===== src/rtl/riscv_pkg.sv =====
// Shared RV32I definitions for the memory-access stage: funct3 size/sign
// encodings, ResultSrc encodings, the MEM FSM state type and a helper that
// classifies an access by its size.
package riscv_pkg;

  // funct3 encodings for loads and stores
  localparam logic [2:0] F3_B  = 3'b000;  // LB / SB
  localparam logic [2:0] F3_H  = 3'b001;  // LH / SH
  localparam logic [2:0] F3_W  = 3'b010;  // LW / SW
  localparam logic [2:0] F3_BU = 3'b100;  // LBU
  localparam logic [2:0] F3_HU = 3'b101;  // LHU

  // ResultSrc encodings
  localparam logic [1:0] RES_ALU = 2'b00;
  localparam logic [1:0] RES_MEM = 2'b01;
  localparam logic [1:0] RES_PC4 = 2'b10;

  typedef enum logic {
    IDLE,
    WAIT
  } mem_state_e;

  typedef enum logic [1:0] {
    SZ_BYTE,
    SZ_HALF,
    SZ_WORD
  } acc_size_e;

  // Stores only know SB/SH and treat everything else as a word; loads also
  // map the unsigned byte/half encodings onto their sizes.
  function automatic acc_size_e access_size(input logic [2:0] funct3,
                                            input logic       is_store);
    if (is_store) begin
      case (funct3)
        F3_B:    return SZ_BYTE;
        F3_H:    return SZ_HALF;
        default: return SZ_WORD;
      endcase
    end
    case (funct3)
      F3_B, F3_BU: return SZ_BYTE;
      F3_H, F3_HU: return SZ_HALF;
      default:     return SZ_WORD;
    endcase
  endfunction

endpackage


===== src/rtl/mem_stage_if.sv =====
// Data-memory port of the MEM stage: request/ready handshake with
// word address, lane-replicated write data and byte enables.
// master = the pipeline (mem_stage), slave = the memory.
interface mem_stage_if;
  logic        dmem_req;
  logic        dmem_we;
  logic [31:0] dmem_addr;
  logic [31:0] dmem_wdata;
  logic [3:0]  dmem_be;
  logic [31:0] dmem_rdata;
  logic        dmem_ready;

  modport master (
    output dmem_req, dmem_we, dmem_addr, dmem_wdata, dmem_be,
    input  dmem_rdata, dmem_ready
  );

  modport slave (
    input  dmem_req, dmem_we, dmem_addr, dmem_wdata, dmem_be,
    output dmem_rdata, dmem_ready
  );
endinterface


===== src/rtl/mem_stage_load_store_align.sv =====
// load_store_align: purely combinational byte-lane logic for the MEM stage.
// Generates store byte enables / replicated write data, extracts and
// extends load data, and flags misaligned accesses.
// Optional feature macro: MEM_MISALIGN_CHECK_EN (misalign detection).
module load_store_align
  import riscv_pkg::*;
(
  input  logic [2:0]  i_funct3,
  input  logic [1:0]  i_addr_lo,
  input  logic        i_is_store,
  input  logic [31:0] i_wdata,
  input  logic [31:0] i_rdata,
  output logic [3:0]  o_be,
  output logic [31:0] o_wdata,
  output logic [31:0] o_load_data,
  output logic        o_misalign
);

  acc_size_e   w_size;
  logic [7:0]  w_byte;
  logic [15:0] w_half;

  assign w_size = access_size(i_funct3, i_is_store);
  assign w_byte = i_rdata[{i_addr_lo, 3'b000} +: 8];
  assign w_half = i_addr_lo[1] ? i_rdata[31:16] : i_rdata[15:0];

  // Store lanes: replicate the datum across the word, enable only its bytes
  always_comb begin
    // NOTE: every output gets a default first so no path leaves it unassigned (no latch).
    o_be    = 4'b0000;
    o_wdata = i_wdata;
    if (i_is_store) begin
      case (w_size)
        SZ_BYTE: begin
          o_be    = 4'b0001 << i_addr_lo;
          o_wdata = {4{i_wdata[7:0]}};
        end
        SZ_HALF: begin
          o_be    = 4'b0011 << {i_addr_lo[1], 1'b0};
          o_wdata = {2{i_wdata[15:0]}};
        end
        default: o_be = 4'b1111;
      endcase
    end
  end

  // Load extraction: pick the addressed byte/half and sign- or zero-extend
  always_comb begin
    o_load_data = i_rdata;
    case (i_funct3)
      F3_B:    o_load_data = {{24{w_byte[7]}}, w_byte};
      F3_BU:   o_load_data = {24'h0, w_byte};
      F3_H:    o_load_data = {{16{w_half[15]}}, w_half};
      F3_HU:   o_load_data = {16'h0, w_half};
      default: o_load_data = i_rdata;
    endcase
  end

`ifdef MEM_MISALIGN_CHECK_EN
  assign o_misalign = ((w_size == SZ_HALF) && i_addr_lo[0]) ||
                      ((w_size == SZ_WORD) && (i_addr_lo != 2'b00));
`else
  assign o_misalign = 1'b0;
`endif

endmodule


===== src/rtl/mem_stage.sv =====
// mem_stage: memory-access stage of the 5-stage RV32I pipeline.
// Issues data-memory requests with a req/ready handshake, stalls the front
// of the pipe while memory is busy, aborts with a bus error after TIMEOUT
// request cycles, and registers results into MEM/WB.
// Optional feature macro: MEM_MISALIGN_CHECK_EN (suppress and flag
// misaligned halfword/word accesses).
module mem_stage
  import riscv_pkg::*;
#(
  parameter int unsigned TIMEOUT = 255  // 2..65535
) (
  input  logic               clk,
  input  logic               rst,
  input  logic [31:0]        ALUResultM,
  input  logic [31:0]        WriteDataM,
  input  logic [31:0]        PCPlus4M,
  input  logic [4:0]         RdM,
  input  logic               RegWriteM,
  input  logic               MemWriteM,
  input  logic [1:0]         ResultSrcM,
  input  logic [2:0]         funct3M,
  mem_stage_if.master        dmem,
  output logic               StallM,
  output logic [31:0]        ALUResultW,
  output logic [31:0]        ReadDataW,
  output logic [31:0]        PCPlus4W,
  output logic [4:0]         RdW,
  output logic               RegWriteW,
  output logic [1:0]         ResultSrcW,
  output logic               BusErrW,
  output logic               MisalignW
);

  localparam int unsigned     CNT_W    = $clog2(TIMEOUT + 1);
  // The IDLE cycle is the first request cycle and WAIT starts with the
  // counter at 0, so request cycle n sits at count n-2.
  localparam logic [CNT_W-1:0] CNT_LAST = CNT_W'(TIMEOUT - 2);

  mem_state_e       r_state;
  logic [CNT_W-1:0] r_cnt;

  logic        w_is_load;
  logic        w_misalign;
  logic        w_access;
  logic        w_timeout;
  logic [3:0]  w_be;
  logic [31:0] w_wdata;
  logic [31:0] w_load_data;

  load_store_align u_align (
    .i_funct3    (funct3M),
    .i_addr_lo   (ALUResultM[1:0]),
    .i_is_store  (MemWriteM),
    .i_wdata     (WriteDataM),
    .i_rdata     (dmem.dmem_rdata),
    .o_be        (w_be),
    .o_wdata     (w_wdata),
    .o_load_data (w_load_data),
    .o_misalign  (w_misalign)
  );

  assign w_is_load = (ResultSrcM == RES_MEM);
  assign w_access  = (MemWriteM || w_is_load) && !w_misalign;
  // Ready in the timeout cycle completes the access normally.
  assign w_timeout = (r_state == WAIT) && (r_cnt == CNT_LAST) && !dmem.dmem_ready;

  assign dmem.dmem_req   = !rst && ((r_state == WAIT) || w_access);
  assign dmem.dmem_we    = MemWriteM;
  assign dmem.dmem_addr  = {ALUResultM[31:2], 2'b00};
  assign dmem.dmem_wdata = w_wdata;
  assign dmem.dmem_be    = w_be;

  assign StallM = !rst && w_access && !dmem.dmem_ready && !w_timeout;

  // Handshake FSM and request-cycle counter
  always_ff @(posedge clk) begin
    // NOTE: sequential state uses non-blocking assignments so every flop samples pre-edge values.
    if (rst) begin
      r_state <= IDLE;
      r_cnt   <= '0;
    end else begin
      case (r_state)
        IDLE: begin
          if (w_access && !dmem.dmem_ready) begin
            r_state <= WAIT;
            r_cnt   <= '0;
          end
        end
        WAIT: begin
          if (dmem.dmem_ready || w_timeout) r_state <= IDLE;
          else                              r_cnt   <= r_cnt + 1'b1;
        end
        default: r_state <= IDLE;
      endcase
    end
  end

`ifdef MEM_MISALIGN_CHECK_EN
  logic r_misalign;
  assign MisalignW = r_misalign;
`else
  assign MisalignW = 1'b0;
`endif

  // MEM/WB register: capture when not stalled, otherwise insert a bubble
  always_ff @(posedge clk) begin
    if (rst || StallM) begin
      ALUResultW <= '0;
      ReadDataW  <= '0;
      PCPlus4W   <= '0;
      RdW        <= '0;
      RegWriteW  <= 1'b0;
      ResultSrcW <= '0;
      BusErrW    <= 1'b0;
`ifdef MEM_MISALIGN_CHECK_EN
      r_misalign <= 1'b0;
`endif
    end else begin
      ALUResultW <= ALUResultM;
      ReadDataW  <= (w_is_load && !w_misalign) ? w_load_data : 32'h0;
      PCPlus4W   <= PCPlus4M;
      RdW        <= RdM;
      RegWriteW  <= RegWriteM && !w_timeout && !w_misalign;
      ResultSrcW <= ResultSrcM;
      BusErrW    <= w_timeout;
`ifdef MEM_MISALIGN_CHECK_EN
      r_misalign <= w_misalign;
`endif
    end
  end

endmodule

===== src/flat_wrapper.sv =====
// flat-port wrapper written by rule: the top's interface ports become plain ports
module mem_stage_flat import riscv_pkg::*;
#(
  parameter int unsigned TIMEOUT = 255             
)
  (clk, rst, ALUResultM, WriteDataM, PCPlus4M, RdM, RegWriteM, MemWriteM, ResultSrcM, funct3M, StallM, ALUResultW, ReadDataW, PCPlus4W, RdW, RegWriteW, ResultSrcW, BusErrW, MisalignW, dmem_dmem_req, dmem_dmem_we, dmem_dmem_addr, dmem_dmem_wdata, dmem_dmem_be, dmem_dmem_rdata, dmem_dmem_ready);
  mem_stage_if dmem_i ();
  input  logic clk;
  input  logic rst;
  input  logic [31:0] ALUResultM;
  input  logic [31:0] WriteDataM;
  input  logic [31:0] PCPlus4M;
  input  logic [4:0] RdM;
  input  logic RegWriteM;
  input  logic MemWriteM;
  input  logic [1:0] ResultSrcM;
  input  logic [2:0] funct3M;
  output logic StallM;
  output logic [31:0] ALUResultW;
  output logic [31:0] ReadDataW;
  output logic [31:0] PCPlus4W;
  output logic [4:0] RdW;
  output logic RegWriteW;
  output logic [1:0] ResultSrcW;
  output logic BusErrW;
  output logic MisalignW;
  output wire logic [$bits(dmem_i.dmem_req)-1:0] dmem_dmem_req;
  output wire logic [$bits(dmem_i.dmem_we)-1:0] dmem_dmem_we;
  output wire logic [$bits(dmem_i.dmem_addr)-1:0] dmem_dmem_addr;
  output wire logic [$bits(dmem_i.dmem_wdata)-1:0] dmem_dmem_wdata;
  output wire logic [$bits(dmem_i.dmem_be)-1:0] dmem_dmem_be;
  input wire logic [$bits(dmem_i.dmem_rdata)-1:0] dmem_dmem_rdata;
  input wire logic [$bits(dmem_i.dmem_ready)-1:0] dmem_dmem_ready;
  assign dmem_dmem_req = dmem_i.dmem_req;
  assign dmem_dmem_we = dmem_i.dmem_we;
  assign dmem_dmem_addr = dmem_i.dmem_addr;
  assign dmem_dmem_wdata = dmem_i.dmem_wdata;
  assign dmem_dmem_be = dmem_i.dmem_be;
  assign dmem_i.dmem_rdata = dmem_dmem_rdata;
  assign dmem_i.dmem_ready = dmem_dmem_ready;
  mem_stage #(.TIMEOUT(TIMEOUT)) u_core (.clk(clk), .rst(rst), .ALUResultM(ALUResultM), .WriteDataM(WriteDataM), .PCPlus4M(PCPlus4M), .RdM(RdM), .RegWriteM(RegWriteM), .MemWriteM(MemWriteM), .ResultSrcM(ResultSrcM), .funct3M(funct3M), .dmem(dmem_i), .StallM(StallM), .ALUResultW(ALUResultW), .ReadDataW(ReadDataW), .PCPlus4W(PCPlus4W), .RdW(RdW), .RegWriteW(RegWriteW), .ResultSrcW(ResultSrcW), .BusErrW(BusErrW), .MisalignW(MisalignW));
endmodule

===== config.mk =====
export PLATFORM = sky130hd
export DESIGN_NAME = mem_stage_flat
export DESIGN_NICKNAME = d
export VERILOG_FILES = /design/src/rtl/riscv_pkg.sv /design/src/rtl/mem_stage_if.sv /design/src/rtl/mem_stage_load_store_align.sv /design/src/rtl/mem_stage.sv /design/src/flat_wrapper.sv
export SDC_FILE = /design/constraint.sdc
export NUM_CORES = 1
export LEC_CHECK = 0
export BUFFER_PORTS_ARGS = -buffer_cell sky130_fd_sc_hd__buf_4
export CELL_PAD_IN_SITES_DETAIL_PLACEMENT = 2
export CELL_PAD_IN_SITES_GLOBAL_PLACEMENT = 2
export CORE_UTILIZATION = 24
export DETAILED_ROUTE_END_ITERATION = 16
export GPL_ROUTABILITY_DRIVEN = 0
export PLACE_DENSITY = 0.84
export REMOVE_ABC_BUFFERS = 1
export SLEW_MARGIN = 5
export SYNTH_ARGS = -nofsm -noshare
export SYNTH_HDL_FRONTEND = slang
export SYNTH_HIERARCHICAL = 1
export SYNTH_SLANG_ARGS = --single-unit

===== constraint.sdc =====
create_clock -name clk -period 2.95 [get_ports clk]
set_input_delay 0 -clock clk [delete_from_list [all_inputs] [get_ports clk]]
set_output_delay 0 -clock clk [all_outputs]
set_load 0.05 [all_outputs]

==> results of run 1 <==
[worst paths after layout]
kind / from / end / cells after the start
worst max-delay path: ALUResultM[0] / u_core/ReadDataW[4] / 7
worst min-delay path: ALUResultM[1] / u_core/ALUResultW[1] / 2
worst max register to register: u_core/r_cnt[0] / u_core/RdW[2] / 6
worst min register to register: u_core/r_cnt[0] / u_core/r_cnt[0] / 2
[routing by layer]
layer / share of wire / vias to the layer above
met2: 0.51 / 281
met5: 0 / -
met1: 0.38 / 2528
met4: 0.043 / 0
met3: 0.070 / 62
li1: - / 2370
[what timing repair did]
| item | in CTS | in global routing |
|---|---|---|
| gates resized for setup | 0 | 0 |
| hold endpoints to repair | 106 | 0 |
| hold buffers | 108 | 0 |
| endpoints found under the setup margin | 0 | 0 |
[per-stage QoR]
stage | power, mW | hold slack [ns]
final | 5.03 | 0.0395
after detailed placement | 2.71 | 0.207
after CTS | 4.96 | 0.0122
after global placement | 2.69 | 0.201
after global routing | 5.17 | 0.0442
after floorplan | 2.15 | 0
[cell families (layout without fill, tap and decap cells)]
group	count (synthesis)	in the layout	synth area share
and+or+nand+nor	207	207	0.246
muxes	29	29	0.0697
buffers and inverters	73	467	0.100
AOI/OAI and AO/OA	70	70	0.106
DFF	114	114	0.471
other	2	5	0.00155
adders and majority gates	2	2	0.00516
[Yosys cell counts (2+ instances only)]
library cell	number	share of area
sky130_fd_sc_hd__dfxtp_1	114	0.47
sky130_fd_sc_hd__and2_1	106	0.14
sky130_fd_sc_hd__buf_4	44	0.068
sky130_fd_sc_hd__nand2_1	36	0.028
sky130_fd_sc_hd__nor2_1	21	0.016
sky130_fd_sc_hd__a21oi_1	20	0.021
sky130_fd_sc_hd__mux2i_1	12	0.025
sky130_fd_sc_hd__clkbuf_2	11	0.011
sky130_fd_sc_hd__mux2_2	10	0.023
sky130_fd_sc_hd__nand2_2	10	0.013
sky130_fd_sc_hd__nor2b_1	9	0.012
sky130_fd_sc_hd__a221o_1	7	0.014
sky130_fd_sc_hd__buf_2	7	0.0072
sky130_fd_sc_hd__a22oi_1	6	0.0093
sky130_fd_sc_hd__o21ai_0	6	0.0062
sky130_fd_sc_hd__inv_1	5	0.0039
sky130_fd_sc_hd__o21a_1	5	0.0077
sky130_fd_sc_hd__a21o_1	4	0.0062
sky130_fd_sc_hd__a31o_2	4	0.0072
sky130_fd_sc_hd__clkbuf_1	4	0.0031
sky130_fd_sc_hd__mux2_4	4	0.012
sky130_fd_sc_hd__o22ai_1	4	0.0052
sky130_fd_sc_hd__nand3_1	3	0.0031
sky130_fd_sc_hd__nor3_1	3	0.0031
sky130_fd_sc_hd__a21oi_4	2	0.0067
sky130_fd_sc_hd__a22o_1	2	0.0036
sky130_fd_sc_hd__conb_1	2	0.0015
sky130_fd_sc_hd__ha_1	2	0.0052
sky130_fd_sc_hd__mux2_1	2	0.0046
sky130_fd_sc_hd__nand4_1	2	0.0026
sky130_fd_sc_hd__nor4_1	2	0.0026
sky130_fd_sc_hd__or3_1	2	0.0026
[flip-flops by register name (all words and copies together), names as in the netlist]
signal and cells:
u_core/ALUResultW 32, u_core/PCPlus4W 32, u_core/ReadDataW 32, u_core/r_cnt 8, u_core/RdW 5, u_core/ResultSrcW 2, u_core/BusErrW 1, u_core/RegWriteW 1
u_core/r_state 1
[layout make-up]
class / count / area (µm²) / area share
Timing Repair Buffer: 430 / 3500 / 0.397
Inverter: 5 / 18.8 / 0.00213
Multi-Input combinational cell: 312 / 2090 / 0.237
Antenna cell: 1 / 2.50 / 0.000284
Clock buffer: 19 / 433 / 0.0491
Sequential cell: 114 / 2280 / 0.259
Clock inverter: 13 / 159 / 0.0180
Tap cell: 265 / 332 / 0.0376
[power by group through the flow]
stage	Clock (mW)	Combinational (mW)	Sequential (mW)
global route	2.26	1.27	1.64
detailed placement	0	1.05	1.66
finish	2.16	1.23	1.64
floorplan	0	0.286	1.87
global placement	0	1.03	1.65
CTS	2.13	1.19	1.63
==> impl_summary.log, run 1 <==
INFO  metric run_status = finished clean
INFO  metric pins_over_slew_limit = 0
INFO  metric cellPowerDensity = 570 mW/mm²
INFO  metric cp.buffers_inverters = 3
INFO  metric swShare = 0.324
INFO  metric finalWorstSetupSlack = 0.704 ns
INFO  metric timing.final.crit_period = 2.25 ns
INFO  metric grtUsageMet2 = 0.504
INFO  metric pre_cts_ws = 1.05 ns
INFO  metric worst-r2r-setup-slack = 0.94 ns
INFO  metric synth_seq_area_share = 0.471
INFO  metric drt_pre_antenna_iters = 4
INFO  metric design_area_final = 0.00881 mm²
INFO  metric final_cells = 1159
INFO  metric final_cell_mix = sky130_fd_sc_hd__buf_4, sky130_fd_sc_hd__dfxtp_1, sky130_fd_sc_hd__dlygate4sd3_1
INFO  metric global_route.usage.total = 0.279
INFO  metric final_min_period_over_clock_period = 0.761
INFO  metric postSynth.asyncResetShare = 0
INFO  metric post_synth_num_cell_types = 58
INFO  metric timing.critical_path.max_delay_family = buffers and inverters
INFO  metric n_fill_cell = 2153
INFO  metric clkPwrFrac = 0.430
INFO  metric leftover_overflow_at_the_end_of_global_routing = 0
INFO  metric io_pins = 320
INFO  metric post_route_drc = 0
INFO  metric synth_area_per_cell = 9.76 µm²
INFO  metric die_height = 144 µm
INFO  metric postLayoutCoreUtil = 0.448
INFO  metric rows = 51
INFO  metric post_route_cells_drive_above_1_share = 0.442
INFO  metric grt_pass1_wl = 41.1 mm
INFO  metric cts_made_buffers = 17
INFO  metric share_seq_of_total_power = 0.326
INFO  metric grt_setup_unrepaired = false
INFO  metric initial_core_utilization = 0.247
INFO  metric ys_ff_latch = 114
INFO  metric cp_cell_sequence = dlygate4sd3_1 -> buf_4 -> nor2b_1 -> o21bai_1 -> a221o_1 -> dlygate4sd3_1 -> and2_1
INFO  metric insertion_delay = 0.42 ns
INFO  metric synthesis.area = 0.00485 mm²
INFO  metric dieArea = 0.0208 mm²
INFO  metric cts.clk_slew.worst_paths = 0.06 ns
INFO  metric grt_max_degree = 35
INFO  metric portBuffers = 316
INFO  metric floorplan.core_area = 0.0197 mm²
INFO  metric routed_wire_length_per_instance = 25.0 µm
INFO  metric critical_path.most_common_cell = sky130_fd_sc_hd__dlygate4sd3_1
INFO  metric required = 3.30 ns
INFO  metric worst_ir_drop_vdd = 434 µV
INFO  metric maxClockFrequency = 445 MHz
INFO  metric yosysWarnings = 6
INFO  metric timing.critical_path.slowest_cell_delay = 0.65 ns
INFO  metric postRouteAntennaNets = 0
INFO  metric final-hold-violation-count = 0
INFO  metric cp.arrival = 2.60 ns
INFO  metric global_route.usage.met1 = 0.293
INFO  metric vias = 5241
INFO  metric worstSetupStartpointType = input pin
INFO  metric crit_path_class = input pin to flop
INFO  metric cts-root-buf = sky130_fd_sc_hd__clkbuf_16
INFO  metric cts_tree = yes
INFO  metric power.combinational.fraction = 0.244
INFO  metric placedCellCount = 1018
INFO  metric placement.cell_area = 0.00714 mm²
INFO  metric switching_power_of_the_nets = 1.63 mW
INFO  metric violation_count_after_the_first_detailed_route_iteration = 197
INFO  metric cap_viol_max_count = 0
INFO  metric worstMarginPinSlew = 0.817 ns
INFO  metric max-clock-path-buffers = 2
INFO  metric final.setup_skew = 0.00867 ns
INFO  metric busiest_layer = met2
INFO  metric worst_slew_margin_rel = 0.455
INFO  metric cp_max_fo = 8
INFO  metric antenna_found_initial = 1
INFO  metric flow.area_growth_from_synthesis = 81.8%
INFO  metric commonest_non_fill_non_tap_cell_in_the_layout = sky130_fd_sc_hd__buf_4
INFO  metric nets = 1025
INFO  metric gr-usage-met3 = 0.0755
INFO  metric worstSetupEndpointType = flop
INFO  metric vias_per_cell = 4.52
INFO  metric htreeDepth = 4
INFO  metric hold_path_class = input pin to flop
INFO  metric post-dp-hpwl = 16.4 mm
INFO  metric fp.dieW = 144 µm
INFO  metric synth_enable_flop_cells = 0
INFO  metric clock_sink_count = 114
INFO  metric ys.flop_type = sky130_fd_sc_hd__dfxtp_1
INFO  metric worst_path_max_delay_cell = sky130_fd_sc_hd__o21bai_1
INFO  metric finalSetupViolations = 0
INFO  metric synth_cells = 497
INFO  metric via_count_of_the_first_global_routing_pass = 5945
INFO  metric cellInternalPower = 3.40 mW
INFO  metric post_cts.repair.setup_buffers = 0
INFO  metric p_leak = 4.19 nW
INFO  metric accumulated_negative_setup_slack = 0 ns
INFO  metric route.final.wire_length = 28.9 mm
(Power assumes the default switching activity.)
==> run 2, diff against run 1 <==
--- a/config.mk
+++ b/config.mk
@@ -8,10 +8,10 @@
 export BUFFER_PORTS_ARGS = -buffer_cell sky130_fd_sc_hd__buf_4
 export CELL_PAD_IN_SITES_DETAIL_PLACEMENT = 2
 export CELL_PAD_IN_SITES_GLOBAL_PLACEMENT = 2
-export CORE_UTILIZATION = 24
+export CORE_UTILIZATION = 23
 export DETAILED_ROUTE_END_ITERATION = 16
 export GPL_ROUTABILITY_DRIVEN = 0
-export PLACE_DENSITY = 0.84
+export PLACE_DENSITY = 0.81
 export REMOVE_ABC_BUFFERS = 1
 export SLEW_MARGIN = 5
 export SYNTH_ARGS = -nofsm -noshare
==> constraint.sdc (replaced) <==
create_clock -name clk -period 2.08 [get_ports clk]
set_input_delay 0 -clock clk [delete_from_list [all_inputs] [get_ports clk]]
set_output_delay 0 -clock clk [all_outputs]
set_load 0.05 [all_outputs]
==> run 2 against run 1 <==
Utilization fell by 1.4 points; largest power group unchanged; non-clock buffer count rose by 1; critical endpoint is now u_core/ReadDataW[2]; wire length fell by 7.8%; worst hold slack improved by 0.036 ns; sequential power rose by 41%.
==> impl_summary.log, run 2 (synthesis gave the netlist of run 1 again) <==
INFO  metric busiest_layer = met2
INFO  metric htreeDepth = 4
INFO  metric initial_core_utilization = 0.237
INFO  metric timing.critical_path.slowest_cell_delay = 0.95 ns
INFO  metric timing.critical_path.from = ALUResultM[1]
INFO  metric post_route_drc = 0
INFO  metric drt_pre_antenna_iters = 4
INFO  metric flow.area_growth_from_synthesis = 83.0%
INFO  metric antenna_cells = 0
INFO  metric cellPowerDensity = 817 mW/mm²
INFO  metric worstSetupStartpointType = input pin
INFO  metric p_leak = 4.21 nW
INFO  metric final_cell_mix = sky130_fd_sc_hd__buf_4, sky130_fd_sc_hd__dfxtp_1, sky130_fd_sc_hd__dlygate4sd3_1, sky130_fd_sc_hd__and2_1, sky130_fd_sc_hd__nand2_1
INFO  metric vias_per_cell = 4.43
INFO  metric post-dp-hpwl = 15.2 mm
INFO  metric p_total = 7.25 mW
INFO  metric worst-r2r-setup-slack = 0.28 ns
INFO  metric worstSetupEndpoint = u_core/ReadDataW[2]
INFO  metric via_count_of_the_first_global_routing_pass = 5888
INFO  metric cts-root-buf = sky130_fd_sc_hd__clkbuf_16
INFO  metric run_status = finished clean
INFO  metric timing.final.crit_period = 2.00 ns
INFO  metric worst_ir_drop_vdd = 458 µV
INFO  metric design_area_final = 0.00887 mm²
INFO  metric crit_path_class = input pin to flop
INFO  metric cp_cell_sequence = dlygate4sd3_1 -> buf_4 -> inv_1 -> nor3_1 -> a221o_1 -> and2_1
INFO  metric accumulated_negative_setup_slack = 0 ns
INFO  metric cap_viol_max_count = 0
INFO  metric io_pins = 320
INFO  metric final_min_period_over_clock_period = 0.959
INFO  metric worstMarginPinSlew = 1.19 ns
INFO  metric r2r_cells = 7
INFO  metric maxClockFrequency = 501 MHz
INFO  metric route.final.wire_length = 26.7 mm
INFO  metric leftover_overflow_at_the_end_of_global_routing = 0
INFO  metric final-hold-violation-count = 0
INFO  metric dieArea = 0.0217 mm²
INFO  metric cts-resized-gates = 0
INFO  metric grt_setup_unrepaired = false
INFO  metric gr-usage-met3 = 0.0512
INFO  metric r2r-start = u_core/r_cnt[1]
INFO  metric fp.dieW = 147 µm
INFO  metric pins_over_slew_limit = 0
INFO  metric final_cells = 1164
INFO  metric hold_path_class = input pin to flop
INFO  metric cts_made_buffers = 17
INFO  metric antenna_found_initial = 0
INFO  metric post_route_cells_drive_above_1_share = 0.446
INFO  metric violation_count_after_the_first_detailed_route_iteration = 169
INFO  metric grtUsageMet2 = 0.475
INFO  metric postLayoutCoreUtil = 0.434
INFO  metric grt_max_degree = 74
INFO  metric cp.arrival = 2.33 ns
INFO  metric cp_max_fo = 13
INFO  metric postRouteAntennaNets = 0
INFO  metric max-clock-path-buffers = 2
INFO  metric critical_path.reg2reg.endpoint = u_core/ALUResultW[17]
INFO  metric placement.cell_area = 0.00718 mm²
INFO  metric clock_sink_count = 114
INFO  metric grt_pass1_wl = 39.5 mm
INFO  metric vias = 5155
INFO  metric worst_slew_margin_rel = 0.198
INFO  metric routed_wire_length_per_instance = 22.9 µm
INFO  metric global_route.usage.met1 = 0.260
INFO  metric pre_cts_ws = 0.318 ns
INFO  metric hold_ws = 0.0752 ns
INFO  metric worst_path_max_delay_cell = sky130_fd_sc_hd__nor3_1
INFO  metric cts_tree = yes
INFO  metric final.setup_skew = 0.0166 ns
INFO  metric worstSetupEndpointType = flop
INFO  metric nets = 1026
INFO  metric cts.clk_slew.worst_paths = 0.06 ns
INFO  metric insertion_delay = 0.42 ns
INFO  metric biggestRegsByFlops = u_core/ALUResultW: 32 flops, u_core/PCPlus4W: 32 flops, u_core/ReadDataW: 32 flops
INFO  metric portBuffers = 316
INFO  metric die_height = 147 µm
INFO  metric rows = 52
INFO  metric required = 2.41 ns
INFO  metric floorplan.core_area = 0.0204 mm²
INFO  metric commonest_non_fill_non_tap_cell_in_the_layout = sky130_fd_sc_hd__buf_4
INFO  metric finalSetupViolations = 0
INFO  metric finalWorstSetupSlack = 0.0847 ns
INFO  metric global_route.usage.total = 0.246
INFO  metric placedCellCount = 1026
-- run 2: how the worst min path moves through the flow --
stage,from,to,slack [ns],cells after the start
final,funct3M[1],u_core/ReadDataW[31],0.08,4
after global routing,funct3M[1],u_core/ReadDataW[31],0.09,4
after CTS,funct3M[1],u_core/ReadDataW[31],0.06,4
after detailed placement,PCPlus4M[30],u_core/PCPlus4W[30],0.21,2
after global placement,PCPlus4M[24],u_core/PCPlus4W[24],0.20,2
after floorplan,ALUResultM[10],dmem_dmem_addr[10],0,0
-- run 2: critical path: cells and delay by family --
family | cells | cell delay [ns]
AO/OA/AOI/OAI | 1 | 0.32
AND/OR/NAND/NOR | 2 | 1.13
buffers and inverters | 3 | 0.87
-- run 2: area by class of cell --
type / instances / area [µm²]
fill: 2236 / 11600
clock inverter: 14 / 201
timing repair buffer: 431 / 3510
multi-input combinational: 312 / 2090
tap: 270 / 338
sequential: 114 / 2280
inverter: 5 / 18.8
clock buffer: 18 / 429
-- run 2: layer usage --
metal / vias up / part of all wire
met5: - / 0
met4: 0 / 0.025
met3: 36 / 0.052
met2: 237 / 0.54
met1: 2508 / 0.38
li1: 2374 / -
-- run 2: timing repair --
action	CTS	global route
setup buffers	0	0
hold buffers	106	0
endpoints found under the hold margin	107	0
-- run 2: power breakdown --
part	total, mW	internal [mW]	switching, mW	leakage (nW)
registers	2.31	2.27	0.0404	0.937
logic	1.73	0.666	1.06	2.97
clock network	3.21	2.03	1.18	0.302
